<file path="src/rtl/nbbpu_pkg.sv">
// nbbpu_pkg: shared sequencer state encoding and default load opcode
package nbbpu_pkg;

   typedef enum logic [2:0] {
      S_IDLE,
      S_FETCH,
      S_LATCH_I,
      S_DATA,
      S_LATCH_D,
      S_EXEC
   } state_t;

   localparam logic [3:0] OP_LOAD_DEF = 4'hB;

   function automatic logic is_load(input logic [15:0] instr, input logic [3:0] op);
      return instr[15:12] == op;
   endfunction

endpackage

</file>
<file path="src/rtl/nbbpu_sequencer.sv">
// nbbpu_sequencer: multi-cycle fetch/load/execute sequencer sharing one single-port RAM between CPU and program loader
module nbbpu_sequencer
   import nbbpu_pkg::*;
#(
   parameter logic [3:0] OP_LOAD = OP_LOAD_DEF
) (
   input  logic        i_clk,
   input  logic        i_rst_n,
   input  logic        i_run,
   input  logic [15:0] i_cpu_pc,
   input  logic [15:0] i_cpu_address,
   input  logic [15:0] i_cpu_write_data,
   input  logic        i_cpu_write_enable,
   output logic        o_cpu_enable,
   output logic [15:0] o_instruction,
   output logic [15:0] o_read_data,
   output logic [15:0] o_mem_address,
   output logic [15:0] o_mem_write_data,
   output logic        o_mem_write_enable,
   input  logic [15:0] i_mem_read_data,
   input  logic        i_load_valid,
   input  logic [15:0] i_load_address,
   input  logic [15:0] i_load_data,
   output logic        o_load_ready,
   output logic        o_busy
);

   state_t      r_state;
   state_t      w_next;
   logic [15:0] r_instruction;
   logic [15:0] r_read_data;

   // State register; reset aborts any instruction in flight
   always_ff @(posedge i_clk or negedge i_rst_n) begin
      if (!i_rst_n) r_state <= S_IDLE;
      else          r_state <= w_next;
   end

   // Next state: loader wins over run in IDLE, run only sampled at instruction boundaries
   always_comb begin
      w_next = r_state;
      unique case (r_state)
         S_IDLE:    w_next = (!i_load_valid && i_run) ? S_FETCH : S_IDLE;
         S_FETCH:   w_next = S_LATCH_I;
         S_LATCH_I: w_next = is_load(i_mem_read_data, OP_LOAD) ? S_DATA : S_EXEC;
         S_DATA:    w_next = S_LATCH_D;
         S_LATCH_D: w_next = S_EXEC;
         S_EXEC:    w_next = i_run ? S_FETCH : S_IDLE;
         default:   w_next = S_IDLE;
      endcase
   end

   // Outputs: RAM port steering per state; writes only from loader (IDLE) or CPU store (EXEC)
   always_comb begin
      o_cpu_enable       = 1'b0;
      o_mem_address      = '0;
      o_mem_write_data   = '0;
      o_mem_write_enable = 1'b0;
      o_load_ready       = 1'b0;
      unique case (r_state)
         S_IDLE: begin
            if (i_load_valid) begin
               o_mem_address      = i_load_address;
               o_mem_write_data   = i_load_data;
               o_mem_write_enable = 1'b1;
               o_load_ready       = 1'b1;
            end
         end
         S_FETCH, S_LATCH_I: o_mem_address = i_cpu_pc;
         S_DATA, S_LATCH_D:  o_mem_address = i_cpu_address;
         S_EXEC: begin
            o_cpu_enable       = 1'b1;
            o_mem_address      = i_cpu_address;
            o_mem_write_data   = i_cpu_write_data;
            o_mem_write_enable = i_cpu_write_enable;
         end
         default: ;
      endcase
   end

   assign o_busy = r_state != S_IDLE;

   // Capture instruction and load data the cycle after their address was presented
   always_ff @(posedge i_clk or negedge i_rst_n) begin
      if (!i_rst_n) begin
         r_instruction <= '0;
         r_read_data   <= '0;
      end else begin
         if (r_state == S_LATCH_I) r_instruction <= i_mem_read_data;
         if (r_state == S_LATCH_D) r_read_data   <= i_mem_read_data;
      end
   end

   assign o_instruction = r_instruction;
   assign o_read_data   = r_read_data;

endmodule

</file>
<file path="config.mk">
export PLATFORM = sky130hd
export DESIGN_NAME = nbbpu_sequencer
export DESIGN_NICKNAME = d
export VERILOG_FILES = /design/src/rtl/nbbpu_pkg.sv /design/src/rtl/nbbpu_sequencer.sv
export SDC_FILE = /design/constraint.sdc
export NUM_CORES = 1
export LEC_CHECK = 0
export ABC_AREA = 0
export CAP_MARGIN = 20
export CORE_UTILIZATION = 34
export DETAILED_ROUTE_END_ITERATION = 10
export PLACE_DENSITY = 0.88
export SKIP_LAST_GASP = 1
export SLEW_MARGIN = 25
export SYNTH_ARGS = -nofsm -noshare
export SYNTH_HDL_FRONTEND = slang
export SYNTH_SLANG_ARGS = --single-unit
</file>
<file path="constraint.sdc">
create_clock -name i_clk -period 2.2 [get_ports i_clk]
set_input_delay 0.44 -clock i_clk [delete_from_list [all_inputs] [get_ports i_clk]]
set_output_delay 0.44 -clock i_clk [all_outputs]
set_load 0.02 [all_outputs]
</file>
==> parameters.txt, run 1 <==
Parameter                              Value

Power
  Power dissipated by switching net loads ... 2.275 mW
  Leakage dissipation ... 1.696 nW
  Worst supply voltage drop on vdd ... 0.9833 mV
  Share of total power in sequential cells ... 0.216
  Combinational cell fraction of total power ... 0.686
  Switching part of the total ... 0.4161
  Total power density per cell area ... 1358 mW/mm^2
  Int Power ... 3.191 mW
  Clock share of power ... 0.098

Critical path
  Required time of the critical path ... 1.76 ns
  CP Max Fanout ... 5
  Critical path class ... flop to output pin
  Data arrival time at the worst-slack endpoint ... 1.68 ns
  Type of destination of the critical path ... output pin
  Length in cells of the worst reg-to-reg path ... 7
  CP max stage cell ... sky130_fd_sc_hd__dfrtp_2
  Longest individual stage delay on the worst path ... 0.45 ns
  Critical-path cell list ... nor4b_4, buf_6, buf_4, dlygate4sd2_1
  Worst Setup Start Kind ... flop

Logic synthesis
  Primary FF master, synth ... sky130_fd_sc_hd__dfrtp_1
  Syn nets ... 287
  Complex-gate fraction of the synthesized area ... 0.2042
  Warning count from the yosys run ... 0
  Netlist Area Pre-Place ... 0.002163 sq mm
  Multiplexer share of the synthesized area ... 0.2562
  Number of different library cells in the post-synthesis netlist ... 29
  Commonest cells in the netlist ... sky130_fd_sc_hd__dfrtp_1 (35), sky130_fd_sc_hd__mux2_2 (18), sky130_fd_sc_hd__nand2_1 (18)
  Area share of the largest cell type after synthesis ... 0.4049
  Synthesized-area fraction occupied by xor and xnor cells ... 0
  Yosys reg bits ... 35
  Syn Area/Cell ... 11.63 sq um
  Cell type with the largest total area after synthesis ... sky130_fd_sc_hd__dfrtp_1
  Simple-Gate Fraction of Synth Area ... 0.07403
  Share of synthesized registers carrying an async set or reset ... 1.000
  Area contributors post-synth ... sky130_fd_sc_hd__dfrtp_1 (40%), sky130_fd_sc_hd__mux2_2 (9.4%), sky130_fd_sc_hd__mux2i_1 (7.4%)
  Sequential element share of the synthesized area ... 0.4049
  Main combinational cell family by area after synthesis ... multiplexers
  Synthesized instance count ... 186
  Arithmetic-cell share of the synthesized area counting full adders, half adders and majority gates ... 0
  Count of flip-flops with a built-in enable after synthesis ... 0
  Cell with the most instances after synthesis ... sky130_fd_sc_hd__dfrtp_1

Floorplanning
  Overall die width ... 81.77 um
  Core Region ... 0.006026 sq mm
  IO Pins ... 169
  Initial cell density of the core ... 0.3590
  Floorplan die height ... 81.77 um
  Die Outline Area ... 0.006686 sq mm
  Count of standard-cell rows ... 28

Global route
  Vias in the first global route ... 2238
  Combined global-route utilization of all metal layers ... 0.2072
  Busiest grt layer ... met2
  Maximum number of pins on one net before global-route repair ... 36
  Number of antenna violations at the first check in global routing ... 0
  Met2 Usage GRT ... 0.3752
  Aggregate global routing overflow ... 0
  Met3 routing resource usage after global routing ... 0.08333
  Global-route wire length before repair ... 10560 um
  M1 GR Usage ... 0.2121

Route
  Drt via density ... 5.226
  Vias ... 2294
  Number of nets with antenna violations after routing ... 0
  Post-route DRC ... 0
  Routed wirelength normalized by instance count ... 16.96 um
  Total Routed Length ... 7444 um
  Detailed-router iteration count before antenna repair ... 4
  DRC violation total after the first TritonRoute iteration ... 35

STA
  Final Max Tran Viols ... 0
  Post-route fraction of the period consumed by the critical path ... 0.9630
  Skew final ... 0.006699 ns
  Maximum clock rate ... 0.4720 GHz
  Number of hold violations in the final report ... 0
  Worst Slack Setup Final ... 0.08133 ns
  Final worst path period need ... 2.119 ns
  Setup repair after global routing missed its margin ... true
  # setup viols final ... 0
  Rel. slew slack ... 0.7089
  Slew of the pin with the lowest slew margin ... 0.4367 ns

Place
  Placement-stage worst setup slack ... -0.5151 ns
  DP Wirelength ... 5309 um
  Number of port buffers ... 168
  Placer congestion estimate ... 0.8297

Final layout
  Number of nets at the end of the flow ... 465
  Share of post-route cells with drive strength above 1 ... 0.2665
  Utilization of the core after routing ... 0.6678
  Area grow syn2layout ... 86.00%
  Ant. Diodes ... 0

CTS
  Skew-Pair Late Insertion Delay ... 0.28 ns
  Clock sink count ... 35
  Max Root-Sink Buffers ... 2
  Clock tree root buffer cell ... sky130_fd_sc_hd__clkbuf_8
  Clock tree from TritonCTS ... built
  Clk pin slew, worst setup/hold paths ... 0.06 ns
  Hold-fix buffers, CTS ... 0
  Maximum level of the CTS H-tree ... 2
  TritonCTS Buffers ... 5

Run
  Max-cap violation count ... 0

Outcome
  Result of the run ... finished, final reports clean

Min path
  Path category of the worst min-delay check ... flop to flop
  WHS Path Cells ... 1
-- power by group through the flow --
stage	clock network, mW	registers (mW)	logic [mW]
after detailed placement	0	1.17	3.80
after global routing	0.584	1.22	3.98
after CTS	0.561	1.17	3.71
after floorplan	0	1.52	1.76
final	0.538	1.18	3.75
after global placement	0	1.16	3.74
-- sequential cells by signal, summed over array words and instances, names as in the netlist --
register	flops
o_read_data	16
o_instruction	16
r_state	3
-- kinds of logic after synthesis --
kind of cell    count (synthesis)
compound gates                 54
buf+inv                        21
flops                          35
mux                            48
simple gates                   28
-- layer usage --
metal  vias to the layer above  wire length, um
met2                       112             3735
met3                        16              874
li1                       1077                -
met4                         0              126
met5                         -                0
met1                      1089             2707
-- timing repair --
item,4_1_cts,5_1_grt
setup buffers,2,1
gates resized for setup,135,21
gates cloned,3,2
endpoints found under the setup margin,35,23
pin swaps,0,1
-- per-stage QoR --
stage | total power [mW] | std cells | instance area, sq um | hold WS (ns) | TNS [ns]
finish | 5.466 | 439 | 4024 | 0.4872 | 0
global route | 5.789 | 439 | 4024 | 0.5231 | -0.09263
CTS | 5.447 | 437 | 4009 | 0.4923 | -0.07716
detailed placement | 4.969 | 425 | 3954 | 0.4751 | -15.26
global placement | 4.900 | 425 | 3954 | 0.4664 | -13.00
floorplan | 3.279 | 186 | 2163 | 0.1444 | 0
-- critical path, delay by kind of cell (launching register included) --
| kind | cells | cell delay [ns] |
|---|---|---|
| and+or+nand+nor | 1 | 0.28 |
| DFF | 1 | 0.45 |
| buffers and inverters | 3 | 0.67 |
-- placed cells by master (no fill, tap or decap), types with 2 or more instances in the layout --
master	n
sky130_fd_sc_hd__nor2_1	2
sky130_fd_sc_hd__dfrtp_1	33
sky130_fd_sc_hd__nor2b_4	2
sky130_fd_sc_hd__buf_2	27
sky130_fd_sc_hd__mux2_1	5
sky130_fd_sc_hd__clkdlybuf4s50_1	132
sky130_fd_sc_hd__mux2i_1	16
sky130_fd_sc_hd__o211ai_1	16
sky130_fd_sc_hd__mux2_4	9
sky130_fd_sc_hd__buf_12	3
sky130_fd_sc_hd__buf_6	5
sky130_fd_sc_hd__dlygate4sd2_1	2
sky130_fd_sc_hd__mux2_2	18
sky130_fd_sc_hd__a22o_1	17
sky130_fd_sc_hd__a32oi_1	15
sky130_fd_sc_hd__buf_4	17
sky130_fd_sc_hd__nand2_1	18
sky130_fd_sc_hd__dfrtp_2	2
sky130_fd_sc_hd__clkbuf_8	5
-- path summary, 6_finish.rpt --
| path | start | end | slack [ns] |
|---|---|---|---|
| max in group asynchronous | i_rst_n | r_state[0] | 1.28 |
| min in group asynchronous | i_rst_n | o_instruction[10] | 0.57 |
| min | o_instruction[13] | o_instruction[13] | 0.49 |
| max reg2reg | r_state[2] | o_read_data[2] | 0.20 |
| min reg2reg | o_instruction[13] | o_instruction[13] | 0.49 |
| max | r_state[1] | o_load_ready | 0.08 |
-- layout make-up --
class	count	area (sq um)
clock buffer	6	72.57
clock inverter	1	30.03
fill	464	2002
inverter	2	7.507
multi-input combinational	130	1174
sequential	35	878.3
tap	75	93.84
timing repair buffer	190	1768
(Power assumes the default switching activity.)
==> run 2: changes to the inputs <==
--- a/config.mk
+++ b/config.mk
@@ -7,9 +7,11 @@
 export LEC_CHECK = 0
 export ABC_AREA = 0
 export CAP_MARGIN = 20
-export CORE_UTILIZATION = 34
+export CELL_PAD_IN_SITES_DETAIL_PLACEMENT = 1
+export CELL_PAD_IN_SITES_GLOBAL_PLACEMENT = 2
+export CORE_UTILIZATION = 18
 export DETAILED_ROUTE_END_ITERATION = 10
-export PLACE_DENSITY = 0.88
+export PLACE_DENSITY = 0.85
 export SKIP_LAST_GASP = 1
 export SLEW_MARGIN = 25
 export SYNTH_ARGS = -nofsm -noshare
==> run 2 against run 1 <==
Die area increased by 86%; via count rose by 2.4%; final area up 5.1%; the run now ends with design-rule violations left; largest power group unchanged; clock skew about the same; largest cell class unchanged; clock power is 25% higher; first-iteration DRC count rose to 2.7 times the previous value; wire length up 22%; sequential share of layout area fell by 1.1 points; sequential cell count unchanged; non-clock buffer count grew 7; worst setup slack got worse by 0.078 ns; critical path depth increased by 2.
==> parameters.txt, run 2 (synthesis results as in run 1) <==
Parameter                              Value

Outcome
  Result of the run ... finished with violations
  Violated checks ... design-rule violations

Global route
  Maximum number of pins on one net before global-route repair ... 26 (-28%)
  Number of antenna violations at the first check in global routing ... 0 (unchanged)
  Global-route wire length before repair ... 13990 um (+32%)
  Aggregate global routing overflow ... 0 (unchanged)
  Combined global-route utilization of all metal layers ... 0.1419 (-0.06524)
  Vias in the first global route ... 2564 (+15%)

CTS
  Hold-fix buffers, CTS ... 0 (unchanged)
  Maximum level of the CTS H-tree ... 2 (unchanged)
  Clock tree root buffer cell ... sky130_fd_sc_hd__clkbuf_16
  Max Root-Sink Buffers ... 2 (unchanged)
  Clk pin slew, worst setup/hold paths ... 0.05 ns (about the same)
  Skew-Pair Late Insertion Delay ... 0.27 ns (about the same)
  TritonCTS Buffers ... 5 (unchanged)
  Clock tree from TritonCTS ... built
  Clock sink count ... 35 (unchanged)

Route
  Detailed-router iteration count before antenna repair ... 7 (+3)
  Vias ... 2348 (+2.4%)
  Total Routed Length ... 9051 um (+22%)
  Drt via density ... 4.559 (-13%)
  DRC violation total after the first TritonRoute iteration ... 93 (+170%)
  Number of nets with antenna violations after routing ... 0 (unchanged)
  Post-route DRC ... 20 (+20)
  Routed wirelength normalized by instance count ... 17.57 um (+3.6%)

Final layout
  Layout filler cell count ... 1301 (+180%)
  Post-route non-filler standard cell count ... 515 (+17%)
  Utilization of the core after routing ... 0.3658 (-0.3020)
  Share of post-route cells with drive strength above 1 ... 0.2823 (+0.01577)
  Commonest cells after routing, fill and taps aside ... sky130_fd_sc_hd__clkdlybuf4s50_1 (131), sky130_fd_sc_hd__buf_4 (36), sky130_fd_sc_hd__dfrtp_1 (34)
  Most common cell after layout, fill and taps aside ... sky130_fd_sc_hd__clkdlybuf4s50_1
  Design Area, Final ... 0.004230 sq mm (+5.1%)
  Ant. Diodes ... 0 (unchanged)
  Number of nets at the end of the flow ... 472 (+1.5%)
  Area grow syn2layout ... 95.55%

Floorplanning
  Core Region ... 0.01156 sq mm (+92%)
  Initial cell density of the core ... 0.1871 (-0.1720)
  IO Pins ... 169 (unchanged)
  Overall die width ... 111.6 um (+37%)
  Floorplan die height ... 111.6 um (+37%)
  Count of standard-cell rows ... 39 (+39%)
  Die Outline Area ... 0.01246 sq mm (+86%)

Place
  Placer congestion estimate ... 0.8232 (-0.78%)
  Cell area after placement ... 0.004096 sq mm (+3.6%)
  Number of port buffers ... 168 (unchanged)
  Placed instance count ... 499 (+17%)
  Placement-stage worst setup slack ... -0.5015 ns (+0.01358 ns)
  DP Wirelength ... 6974 um (+31%)

Critical path
  Logic depth of the worst path, buffers included ... 6 (+2)
  Kind of cell adding the most delay to the critical path ... buffers and inverters
  Reg-to-Reg Start ... r_state[2]
  Critical path class ... flop to output pin
  Register-to-register path setup slack ... 0.47 ns (+0.27 ns)
  Capture point of the worst reg-to-reg path ... o_read_data[13]
  Critical-path cell list ... buf_4, nor2b_2, and2_4, buf_12, a22o_1, clkdlybuf4s15_2
  CP Max Fanout ... 18 (+13)
  Worst Setup Start Kind ... flop
  Longest individual stage delay on the worst path ... 0.41 ns (-0.04 ns)
  Capturing instance or port of the critical path ... o_mem_write_data[9]
  Required time of the critical path ... 1.76 ns (about the same)
  Data arrival time at the worst-slack endpoint ... 1.76 ns (+0.08 ns)
  CP max stage cell ... sky130_fd_sc_hd__dfrtp_1
  Launch point of the critical path ... r_state[2]
  Length in cells of the worst reg-to-reg path ... 6 (-1)
  Type of destination of the critical path ... output pin
  Number of buffers and inverters on the critical path ... 3 (unchanged)

STA
  Skew final ... 0.006357 ns (-0.0003420 ns)
  Final Max Tran Viols ... 0 (unchanged)
  Total Negative Setup Slacks ... 0 ns (unchanged)
  Slew of the pin with the lowest slew margin ... 0.4858 ns (+0.04905 ns)
  Maximum clock rate ... 0.4553 GHz (-3.5%)
  Setup repair after global routing missed its margin ... true
  Post-route fraction of the period consumed by the critical path ... 0.9983 (+0.03530)
  Final worst path period need ... 2.196 ns (+0.07766 ns)
  # setup viols final ... 0 (unchanged)
  Number of hold violations in the final report ... 0 (unchanged)
  Rel. slew slack ... 0.6751 (-0.03372)
  Final hold slack ... 0.4936 ns (+0.006411 ns)
  Worst Slack Setup Final ... 0.003670 ns (-0.07766 ns)

Power
  Total power after layout ... 5.764 mW (+5.5%)
  Worst supply voltage drop on vdd ... 0.5462 mV (-44%)
  Leakage dissipation ... 1.761 nW (+3.8%)
  Total power density per cell area ... 1363 mW/mm^2 (+0.31%)

Run
  Max-cap violation count ... 0 (unchanged)

Min path
  Path category of the worst min-delay check ... flop to flop
run 2: power breakdown:
group | switching [mW] | internal (mW) | total (mW)
Combinational | 1.92 | 2.00 | 3.92
Sequential | 0.200 | 0.977 | 1.18
Clock | 0.253 | 0.418 | 0.671
run 2: worst reg2reg max path, cell delays in order (launching register included):
cell and delay, ns:
sky130_fd_sc_hd__dfrtp_1 0.40, sky130_fd_sc_hd__buf_4 0.14, sky130_fd_sc_hd__nor2b_2 0.16, sky130_fd_sc_hd__buf_4 0.20
sky130_fd_sc_hd__nor2b_4 0.18, sky130_fd_sc_hd__buf_12 0.18, sky130_fd_sc_hd__mux2_2 0.35
run 2: worst min-delay path by stage:
stage	start	endpoint	slack, ns	cells after the start
detailed placement	o_instruction[6]	o_instruction[6]	0.48	1
CTS	o_instruction[14]	o_instruction[14]	0.50	1
global placement	o_instruction[15]	o_instruction[15]	0.47	1
finish	o_instruction[14]	o_instruction[14]	0.49	1
global route	o_instruction[6]	o_instruction[6]	0.50	1
floorplan	i_rst_n	o_instruction[0]	0.14	0
run 2: area by class of cell:
class                           count  area [sq um]  area share
Timing Repair Buffer              197          1846      0.4363
Multi-Input combinational cell    130          1184      0.2798
Sequential cell                    35         877.1      0.2073
Tap cell                          143         178.9     0.04230
Clock buffer                        7         132.6     0.03135
Inverter                            2         7.507    0.001775
Clock inverter                      1         5.005    0.001183
run 2: timing repair:
item                                    CTS  global route
cloned                                    2             0
gates resized for setup                 144            17
buffers inserted                          7             1
endpoints found under the setup margin   36            34
pin swaps                                 1             2
run 2: metal layers:
metal,GRT usage,share of wire,up-vias
met5,0,0,-
met4,0.01892,0.0042,0
met3,0.05117,0.10,4
met2,0.2675,0.51,123
met1,0.1541,0.38,1128
li1,-,-,1093
